`src/rtl/poly_decompress_unpack_pkg.sv`:
```
// Shared Kyber constants, FSM state type and depth helpers for the streaming decompressor.
// Only the five standard compression depths are treated as legal.
package poly_decompress_unpack_pkg;

  localparam int KYBER_Q = 3329;
  localparam int KYBER_N = 256;

  localparam logic [3:0] D1  = 4'd1;
  localparam logic [3:0] D4  = 4'd4;
  localparam logic [3:0] D5  = 4'd5;
  localparam logic [3:0] D10 = 4'd10;
  localparam logic [3:0] D11 = 4'd11;

  typedef enum logic [1:0] {
    ST_IDLE  = 2'd0,
    ST_RUN   = 2'd1,
    ST_DRAIN = 2'd2
  } state_t;

  // 256 coefficients of d bits each pack into exactly 32*d bytes
  function automatic logic [8:0] poly_bytes(input logic [3:0] d);
    return {d, 5'b0};
  endfunction

  function automatic logic d_legal(input logic [3:0] d);
    return (d == D1) || (d == D4) || (d == D5) || (d == D10) || (d == D11);
  endfunction

endpackage

```
`src/rtl/poly_decompress_unpack_decompress_var.sv`:
```
// Combinational Decompress_q for a run-time depth: round(q*y / 2^d) into 12 bits.
// Zero latency; no flow control of its own.
module decompress_var
  import poly_decompress_unpack_pkg::*;
(
  input  logic [3:0]  d,
  input  logic [10:0] y,
  output logic [11:0] result
);

  logic [22:0] prod;
  logic [22:0] sum;
  logic [22:0] rnd;

  // 3329 * 2047 plus the largest rounding term still fits in 23 bits
  assign prod = 23'(y) * 23'(KYBER_Q);
  assign sum  = prod + rnd;

  always_comb begin
    rnd    = '0;
    result = '0;
    case (d)
      D1:  begin rnd = 23'd1;    result = 12'(sum >> 1);  end
      D4:  begin rnd = 23'd8;    result = 12'(sum >> 4);  end
      D5:  begin rnd = 23'd16;   result = 12'(sum >> 5);  end
      D10: begin rnd = 23'd512;  result = 12'(sum >> 10); end
      D11: begin rnd = 23'd1024; result = 12'(sum >> 11); end
      default: begin rnd = '0; result = '0; end
    endcase
  end

endmodule

```
`src/rtl/poly_decompress_unpack.sv`:
```
// Streaming ByteDecode_d + Decompress_q of one 256-coefficient polynomial, d in {1,4,5,10,11}.
// A coefficient is valid the cycle after its last bit is accepted; out_ready=0 stalls extraction while the buffer fills.
module poly_decompress_unpack
  import poly_decompress_unpack_pkg::*;
#(
  parameter int IN_W   = 8,
  parameter int N_COEF = 256,
  parameter int BUF_W  = 24
) (
  input  logic            clk,
  input  logic            rst_n,
  input  logic            start,
  input  logic [3:0]      d_sel,
  output logic            busy,
  output logic            err,
  input  logic [IN_W-1:0] in_data,
  input  logic            in_valid,
  output logic            in_ready,
  output logic [11:0]     out_coef,
  output logic [7:0]      out_idx,
  output logic            out_last,
  output logic            out_valid,
  input  logic            out_ready,
  output logic            done
);

  // wide enough that cnt + IN_W never wraps before the headroom compare
  localparam int CNT_W = $clog2(BUF_W + IN_W + 1);

  state_t            state_q, state_d;
  logic [3:0]        d_q;
  logic [BUF_W-1:0]  buf_q, merged, buf_next;
  logic [CNT_W-1:0]  cnt_q, mcnt, cnt_next;
  logic [8:0]        bytes_q;
  logic [8:0]        coef_q;
  logic              err_q;

  logic              byte_ok, acc, take, slot_free, last_hs;
  logic              start_ok, start_bad;
  logic [10:0]       y;
  logic [11:0]       coef_res;

  assign byte_ok   = (bytes_q < poly_bytes(d_q)) &&
                     ((cnt_q + CNT_W'(IN_W)) <= CNT_W'(BUF_W));
  assign acc       = in_valid && in_ready;
  assign slot_free = !out_valid || out_ready;
  assign last_hs   = out_valid && out_ready && out_last;
  assign err       = err_q;

  // A byte arriving this cycle is merged first so its bits can be extracted immediately
  always_comb begin
    merged   = buf_q;
    mcnt     = cnt_q;
    if (acc) begin
      merged = buf_q | (BUF_W'(in_data) << cnt_q);
      mcnt   = cnt_q + CNT_W'(IN_W);
    end
    take     = (state_q == ST_RUN) && (coef_q < 9'(N_COEF)) &&
               (mcnt >= CNT_W'(d_q)) && slot_free;
    y        = merged[10:0] & ((11'd1 << d_q) - 11'd1);
    buf_next = merged;
    cnt_next = mcnt;
    if (take) begin
      buf_next = merged >> d_q;
      cnt_next = mcnt - CNT_W'(d_q);
    end
  end

  decompress_var u_dec (
    .d      (d_q),
    .y      (y),
    .result (coef_res)
  );

  always_ff @(posedge clk or negedge rst_n) begin
    if (!rst_n) state_q <= ST_IDLE;
    else        state_q <= state_d;
  end

  always_comb begin
    state_d   = state_q;
    busy      = 1'b0;
    done      = 1'b0;
    in_ready  = 1'b0;
    start_ok  = 1'b0;
    start_bad = 1'b0;
    case (state_q)
      ST_IDLE: begin
        if (start) begin
          if (d_legal(d_sel)) begin
            start_ok = 1'b1;
            state_d  = ST_RUN;
          end else begin
            start_bad = 1'b1;
          end
        end
      end
      ST_RUN: begin
        busy     = 1'b1;
        in_ready = byte_ok;
        if (last_hs) state_d = ST_DRAIN;
      end
      ST_DRAIN: begin
        done    = 1'b1;
        state_d = ST_IDLE;
      end
      default: state_d = ST_IDLE;
    endcase
  end

  always_ff @(posedge clk or negedge rst_n) begin
    if (!rst_n) begin
      d_q       <= '0;
      buf_q     <= '0;
      cnt_q     <= '0;
      bytes_q   <= '0;
      coef_q    <= '0;
      err_q     <= 1'b0;
      out_valid <= 1'b0;
      out_coef  <= '0;
      out_idx   <= '0;
      out_last  <= 1'b0;
    end else begin
      err_q <= start_bad;
      if (start_ok) begin
        d_q     <= d_sel;
        buf_q   <= '0;
        cnt_q   <= '0;
        bytes_q <= '0;
        coef_q  <= '0;
      end else if (state_q == ST_RUN) begin
        buf_q <= buf_next;
        cnt_q <= cnt_next;
        if (acc)  bytes_q <= bytes_q + 9'd1;
        if (take) coef_q  <= coef_q + 9'd1;
      end
      if (take) begin
        out_valid <= 1'b1;
        out_coef  <= coef_res;
        out_idx   <= coef_q[7:0];
        out_last  <= (coef_q == 9'(N_COEF - 1));
      end else if (out_ready) begin
        out_valid <= 1'b0;
        out_last  <= 1'b0;
      end
    end
  end

endmodule

```
`config.mk`:
```
export PLATFORM = sky130hd
export DESIGN_NAME = poly_decompress_unpack
export DESIGN_NICKNAME = d
export VERILOG_FILES = /design/src/rtl/poly_decompress_unpack_pkg.sv /design/src/rtl/poly_decompress_unpack_decompress_var.sv /design/src/rtl/poly_decompress_unpack.sv
export SDC_FILE = /design/constraint.sdc
export NUM_CORES = 1
export LEC_CHECK = 0
export CAP_MARGIN = 20
export CORE_ASPECT_RATIO = 1.1
export CORE_MARGIN = 2
export CORE_UTILIZATION = 40
export CTS_CLUSTER_DIAMETER = 200
export CTS_CLUSTER_SIZE = 20
export DETAILED_ROUTE_END_ITERATION = 10
export PLACE_DENSITY = 0.6
export SYNTH_ARGS = -nofsm -noshare
export SYNTH_HDL_FRONTEND = slang
export SYNTH_SLANG_ARGS = --single-unit
```
`constraint.sdc`:
```
create_clock -name clk -period 8.1 [get_ports clk]
set_input_delay 1.215 -clock clk [delete_from_list [all_inputs] [get_ports clk]]
set_output_delay 1.215 -clock clk [all_outputs]
set_load 0.02 [all_outputs]
```
==> results.py <==
metrics = {
    "run_status": {
        "outcome": "finished with violations",
        "violations": "DRC",
    },
    "layout": {
        "final_cell_mix": "108 x nand2_1, 92 x nor2_1, 83 x ha_1",
        "num-nets-final": 1113,
        "mostFrequentLayoutCell": "nand2_1",
        "fin_cells": 1260,
        "syn_to_final_growth_pct": 12.29,
        "n_antenna_cell": 0,
        "drive_above_1_share_pct": 8.234,
    },
    "sta": {
        "final-setup-viol-count": 0,
        "hold_violations": 0,
        "setup_tns_ps": 0,
        "maxSlewViolCount": 0,
        "fin_skew_ps": 12.08,
        "fin_crit_sh_pct": 90.62,
        "slew_headroom_pct": 38.99,
        "tightest_slew_ps": 915.1,
        "holdWs_ps": 473.4,
        "grt_setup_unrepaired": "no",
        "period_minus_slack_ps": 7340,
        "max_freq_mhz": 136.2,
    },
    "worst_setup_path": {
        "cp_top_family": "compound AO/OA/AOI/OAI gates",
        "path_cells": "clkdlybuf4s50_1, or3b_1, nor3_2, a41oi_2, nor2_1, ha_1, ha_1, ha_1, inv_1, fa_1, inv_1, ha_1, a2111oi_1, o21ai_0, a21o_1, a221o_1, xor2_1, a222oi_1, a21oi_1, a221o_1",
        "cp-start-kind": "input pin",
        "crit_path_max_fanout": 6,
        "worstSetupStartpoint": "in_valid",
        "critPathRequiredTime_ps": 8350,
        "worstPathArrival_ps": 7590,
        "cp_common_cell": "ha_1",
        "r2r-start": "cnt_q[4]$_DFFE_PN0P_",
        "slowest_stage": "a2111oi_1",
        "critPathCaptureType": "flop",
        "path_class": "input pin to flop",
        "crit_path_max_incr_delay_ps": 670,
        "cp_num_buf_inv": 3,
    },
    "global_routing": {
        "track_usage_pct": 24.75,
        "grt_max_degree": 69,
        "grt_pass1_wl_um": 42480,
        "antenna_found_initial": 0,
        "grt_overflow": 0,
        "grt_pass1_vias": 7728,
    },
    "synthesis": {
        "synth.distinct_cells": 84,
        "synth_area_sq_um": 8155,
        "async_reset_ff_share_pct": 100.0,
        "yosysWarnings": 0,
        "seq_area_frac_synth_pct": 23.63,
        "synth_area_leaders": "dfrtp_1 24%, ha_1 13%, nand2_1 5.0%",
        "synth_top_area_share_pct": 23.63,
        "synth_edf_count": 0,
        "synthCells": 981,
        "yosysTopAreaCell": "dfrtp_1",
        "synth-main-ff-cell": "dfrtp_1",
        "syn_avg_cell_area_sq_um": 8.313,
        "yosys_register_bits": 77,
        "synth.net_count": 1091,
    },
    "worst_hold_path": {
        "hold_start": "out_idx[2]$_DFFE_PN0P_",
        "hold_class": "flop to flop",
    },
    "route": {
        "avgRoutedWirePerCell_um": 20.94,
        "drc": 4,
        "vias": 7918,
        "antenna_left": 0,
        "vias_per_cell": 6.284,
        "dr.pass1.iters": 8,
        "drt_iter0_markers": 668,
        "wirelength_um": 26390,
    },
    "cts": {
        "ctsRootBufferMaster": "clkbuf_16",
        "cts.clk_slew.worst_paths_ps": 70,
        "clock_latency_ps": 360,
        "cts_setup_buffers": 0,
        "ctsResizeCount": 0,
        "cts_buffers": 9,
        "htree_levels": 3,
        "clkSinkCount": 77,
        "ctsHoldBuffers": 0,
        "cts_tree": "built",
        "clk_path_buf_depth": 2,
    },
    "floorplanning": {
        "die_x_um": 140.1,
        "die_area_sq_um": 21550,
        "core_area_sq_um": 19930,
        "start_util_pct": 40.92,
        "floorplan.rows": 54,
        "io_pins": 43,
        "die_y_um": 153.8,
    },
    "place": {
        "place_congestion": 0.9347,
        "dp.cells": 1244,
        "port_buffers": 42,
        "dp_hpwl_um": 19700,
    },
    "run": {
        "drv_cap": 0,
    },
}
per-stage QoR:
step                      util [%]  worst slack (ps)  area (sq um)
after detailed placement     44.39             507.4          8847
final                        45.94             759.5          9158
after floorplan                  -              1067          8155
after global placement       44.39             577.8          8847
after CTS                    45.94             873.2          9158
after global routing         45.94             414.2          9158
worst register-to-register path: stages, from the launching register on:
cell and delay [ps]:
dfrtp_1 360, buf_4 180, ha_1 210, or3b_1 490
nor3_2 590, a41oi_2 370, nor2_1 370, ha_1 290
ha_1 290, ha_1 270, inv_1 50, fa_1 520
inv_1 50, ha_1 240, a2111oi_1 670, o21ai_0 300
a21o_1 250, a221o_1 360, xor2_1 180, a222oi_1 240
a21oi_1 110, a221o_1 270
final cells by class:
| cell class | instances | area, sq um |
|---|---|---|
| fill | 2020 | 10770 |
| multi-input combinational | 793 | 5797 |
| clock buffer | 9 | 225.2 |
| clock inverter | 7 | 85.08 |
| inverter | 56 | 210.2 |
| timing repair buffer | 66 | 598.1 |
| tap | 252 | 315.3 |
| sequential | 77 | 1927 |
path summary, 6_finish.rpt:
path / to / cells past startpoint / slack, ps
max in group asynchronous: buf_q[4]$_DFFE_PN0P_ / 2 / 6290
min in group asynchronous: cnt_q[5]$_DFFE_PN0P_ / 1 / 680
worst min register to register: out_idx[2]$_DFFE_PN0P_ / 2 / 470
worst max register to register: out_coef[7]$_DFFE_PN0P_ / 21 / 1330
worst max-delay path: out_coef[7]$_DFFE_PN0P_ / 20 / 760
worst min-delay path: out_idx[2]$_DFFE_PN0P_ / 2 / 470
synth_stat cells, types with 5 or more instances:
master / n
a211o_1: 5
a211oi_1: 21
a21o_1: 13
a21oi_1: 55
a221o_1: 13
a221oi_1: 5
a222oi_1: 6
a22oi_1: 6
a31o_2: 5
a31oi_1: 12
and2_1: 10
and3_1: 7
buf_1: 6
buf_2: 13
clkbuf_1: 35
dfrtp_1: 77
fa_1: 10
ha_1: 83
inv_1: 51
mux2_1: 5
mux2_2: 7
mux2i_1: 14
mux4_2: 15
nand2_1: 108
nand2b_1: 10
nand3_1: 41
nand4_1: 9
nor2_1: 92
nor2b_1: 13
nor3_1: 25
nor4_1: 5
o211ai_1: 8
o21a_1: 7
o21ai_0: 41
o21ai_1: 8
o221ai_1: 11
o22ai_1: 10
o31ai_1: 6
or3_1: 5
xnor2_1: 14
xor2_1: 17
logic make-up (layout without fill, tap and decap cells):
logic type                 after synthesis  count (layout)  share of synthesized area (%)
adders and majority gates               93              93                          15.19
buffers and inverters                  111             138                          5.354
muxes                                   42              42                          7.702
AOI/OAI and AO/OA                      280             280                          24.75
and+or+nand+nor                        346             346                          19.85
DFF                                     77              77                          23.63
xor gates and xnor gates                32              32                          3.529
registers in the layout, indices dropped and copies added, names as in the netlist:
name       cells
err            1
out_idx        8
coef_q         9
buf_q         24
bytes_q        9
state_q        2
out_last       1
out_coef      12
cnt_q          6
d_q            4
out_valid      1
per-layer routing:
| layer | vias up | GRT usage [%] | wire [um] |
|---|---|---|---|
| met2 | 343 | 39.89 | 12190 |
| met5 | - | 0 | 0 |
| met3 | 77 | 4.111 | 1706 |
| li1 | 3706 | - | - |
| met4 | 0 | 11.98 | 1212 |
| met1 | 3792 | 32.33 | 11290 |
Power is left out: the tool's default activity adds up to more than one toggle a clock period on the data nets, which glitch-free logic cannot reach.
==> variant, RTL diff (config.mk and constraints unchanged) <==
Set the parameter `IN_W` to 16 (it was 8).
--- a/src/rtl/poly_decompress_unpack.sv
+++ b/src/rtl/poly_decompress_unpack.sv
@@ -4,5 +4,5 @@
   import poly_decompress_unpack_pkg::*;
 #(
-  parameter int IN_W   = 8,
+  parameter int IN_W   = 16,
   parameter int N_COEF = 256,
   parameter int BUF_W  = 24
Ports: changed (resized in_data); port bits go from 43 to 51. The function was not compared with the original's and may differ.
==> variant against the original RTL <==
- design area rose by 1.1%
- worst hold slack improved by 0.0026 ns
- routed wire length fell by 7.3%
- setup slack improved by 0.32 ns
- synthesized cell count fell by 0.61%
- area after synthesis rose by 0.23%
- sequential cell count did not move
- global-route usage fell by 2.3 points
- critical path depth rose by 1
- critical path type unchanged
- critical endpoint is now out_coef[11]
- largest cell class unchanged
- highest routed layer unchanged
Power is not shown: default switching activity piles up to over one toggle a cycle in this logic, so the estimate is an artifact.
==> variant: results (changes against the original RTL) <==
\begin{tabular}{lr}
\hline
Metric & Value \\
\hline
\multicolumn{2}{l}{\textbf{Global route}} \\
Combined global-route utilization of all metal layers & 0.225 (was 0.247) \\
Met3 GRT Util & 0.0255 (was 0.0411) \\
Vias in the first global route & 7289 (was 7728) \\
Global-route met1 utilization & 0.311 (was 0.323) \\
Met2 demand-to-capacity share in global routing & 0.363 (was 0.399) \\
\multicolumn{2}{l}{\textbf{Timing}} \\
Layout Skew & 0.00927 ns (was 0.0121 ns) \\
Measured slew at the worst slew-check pin & 1.09 ns (was 0.915 ns) \\
\multicolumn{2}{l}{\textbf{Yosys}} \\
Yosys cell types & 79 (was 84) \\
Dominant cells by area after synthesis & sky130\_fd\_sc\_hd\_\_dfrtp\_1 (24\%), sky130\_fd\_sc\_hd\_\_ha\_1 (13\%), sky130\_fd\_sc\_hd\_\_nand2\_1 (5.3\%), sky130\_fd\_sc\_hd\_\_mux4\_2 (5.2\%), sky130\_fd\_sc\_hd\_\_mux2i\_1 (4.3\%) (was sky130\_fd\_sc\_hd\_\_dfrtp\_1 (24\%), sky130\_fd\_sc\_hd\_\_ha\_1 (13\%), sky130\_fd\_sc\_hd\_\_nand2\_1 (5.0\%), sky130\_fd\_sc\_hd\_\_nor2\_1 (4.2\%), sky130\_fd\_sc\_hd\_\_mux4\_2 (4.1\%)) \\
Share of synthesized area occupied by flip-flops and latches & 0.236 (about the same) \\
Synth cell count leaders & sky130\_fd\_sc\_hd\_\_nand2\_1 (115), sky130\_fd\_sc\_hd\_\_nor2\_1 (84), sky130\_fd\_sc\_hd\_\_ha\_1 (82) (was sky130\_fd\_sc\_hd\_\_nand2\_1 (108), sky130\_fd\_sc\_hd\_\_nor2\_1 (92), sky130\_fd\_sc\_hd\_\_ha\_1 (83)) \\
\multicolumn{2}{l}{\textbf{Placement}} \\
Post-DP HPWL & 18.2 mm (was 19.7 mm) \\
Number of input and output port buffers inserted & 50 (was 42) \\
\multicolumn{2}{l}{\textbf{Route}} \\
Detailed-route wire length on metal 1 & 10.9 mm (was 11.3 mm) \\
Average wire per cell in the routed design & 19.5 µm (was 20.9 µm) \\
Met3 Wirelength & 1.34 mm (was 1.71 mm) \\
Initial detailed-routing violation count & 682 (was 668) \\
Detailed route wirelength on metal2 & 11.5 mm (was 12.2 mm) \\
TritonRoute pass-1 iters & 5 (was 8) \\
Total vias in the final route & 7738 (was 7918) \\
\multicolumn{2}{l}{\textbf{Die}} \\
Initial core utilization & 0.410 (was 0.409) \\
\multicolumn{2}{l}{\textbf{Critical path}} \\
Highest cell delay on the worst timing path & 0.53 ns (was 0.67 ns) \\
Slowest-stage cell, CP & sky130\_fd\_sc\_hd\_\_fa\_1 (was sky130\_fd\_sc\_hd\_\_a2111oi\_1) \\
Critical path arrival & 7.25 ns (was 7.59 ns) \\
\multicolumn{2}{l}{\textbf{Status}} \\
Result of the run & completed (was finished with violations) \\
\hline
\end{tabular}
==> variant: area by class of cell <==
class,instances,area share
Clock buffer,9,0.0243
Inverter,62,0.0251
Sequential cell,77,0.208
Tap cell,252,0.0341
Clock inverter,7,0.00906
Multi-Input combinational cell,776,0.625
Timing Repair Buffer,73,0.0746
==> variant: path summary, 6_finish.rpt <==
kind / startpoint / to / slack (ns) / depth (start not counted)
worst min register to register: out_idx[6] / out_idx[6] / 0.48 / 2
worst min-delay path: out_idx[6] / out_idx[6] / 0.48 / 2
max in group asynchronous: rst_n / out_coef[5] / 6.29 / 2
worst max register to register: d_q[3] / out_coef[11] / 1.28 / 21
worst max-delay path: in_valid / out_coef[11] / 1.08 / 21
min in group asynchronous: rst_n / buf_q[2] / 0.67 / 1
==> variant: cell families (layout without fill, tap and decap cells) <==
logic type	after synthesis	in the layout	synth area share
simple gates	321	321	0.180
compound gates	259	259	0.223
buf+inv	122	151	0.0568
fa+ha+maj	92	92	0.150
flops	77	77	0.236
mux	71	71	0.119
xor+xnor	33	33	0.0354
==> variant: metrics by stage <==
step           hold WS, ns  setup WS (ns)  utilization  instances  instance area, µm²
4_1_cts              0.480           1.17        0.463       1254                9220
3_3_place_gp         0.460          0.900        0.447       1238                8910
5_1_grt              0.499          0.777        0.464       1256                9260
2_1_floorplan        0.456           1.69            -        975                8170
3_5_place_dp         0.463          0.810        0.447       1238                8910
6_report             0.476           1.08        0.464       1256                9260
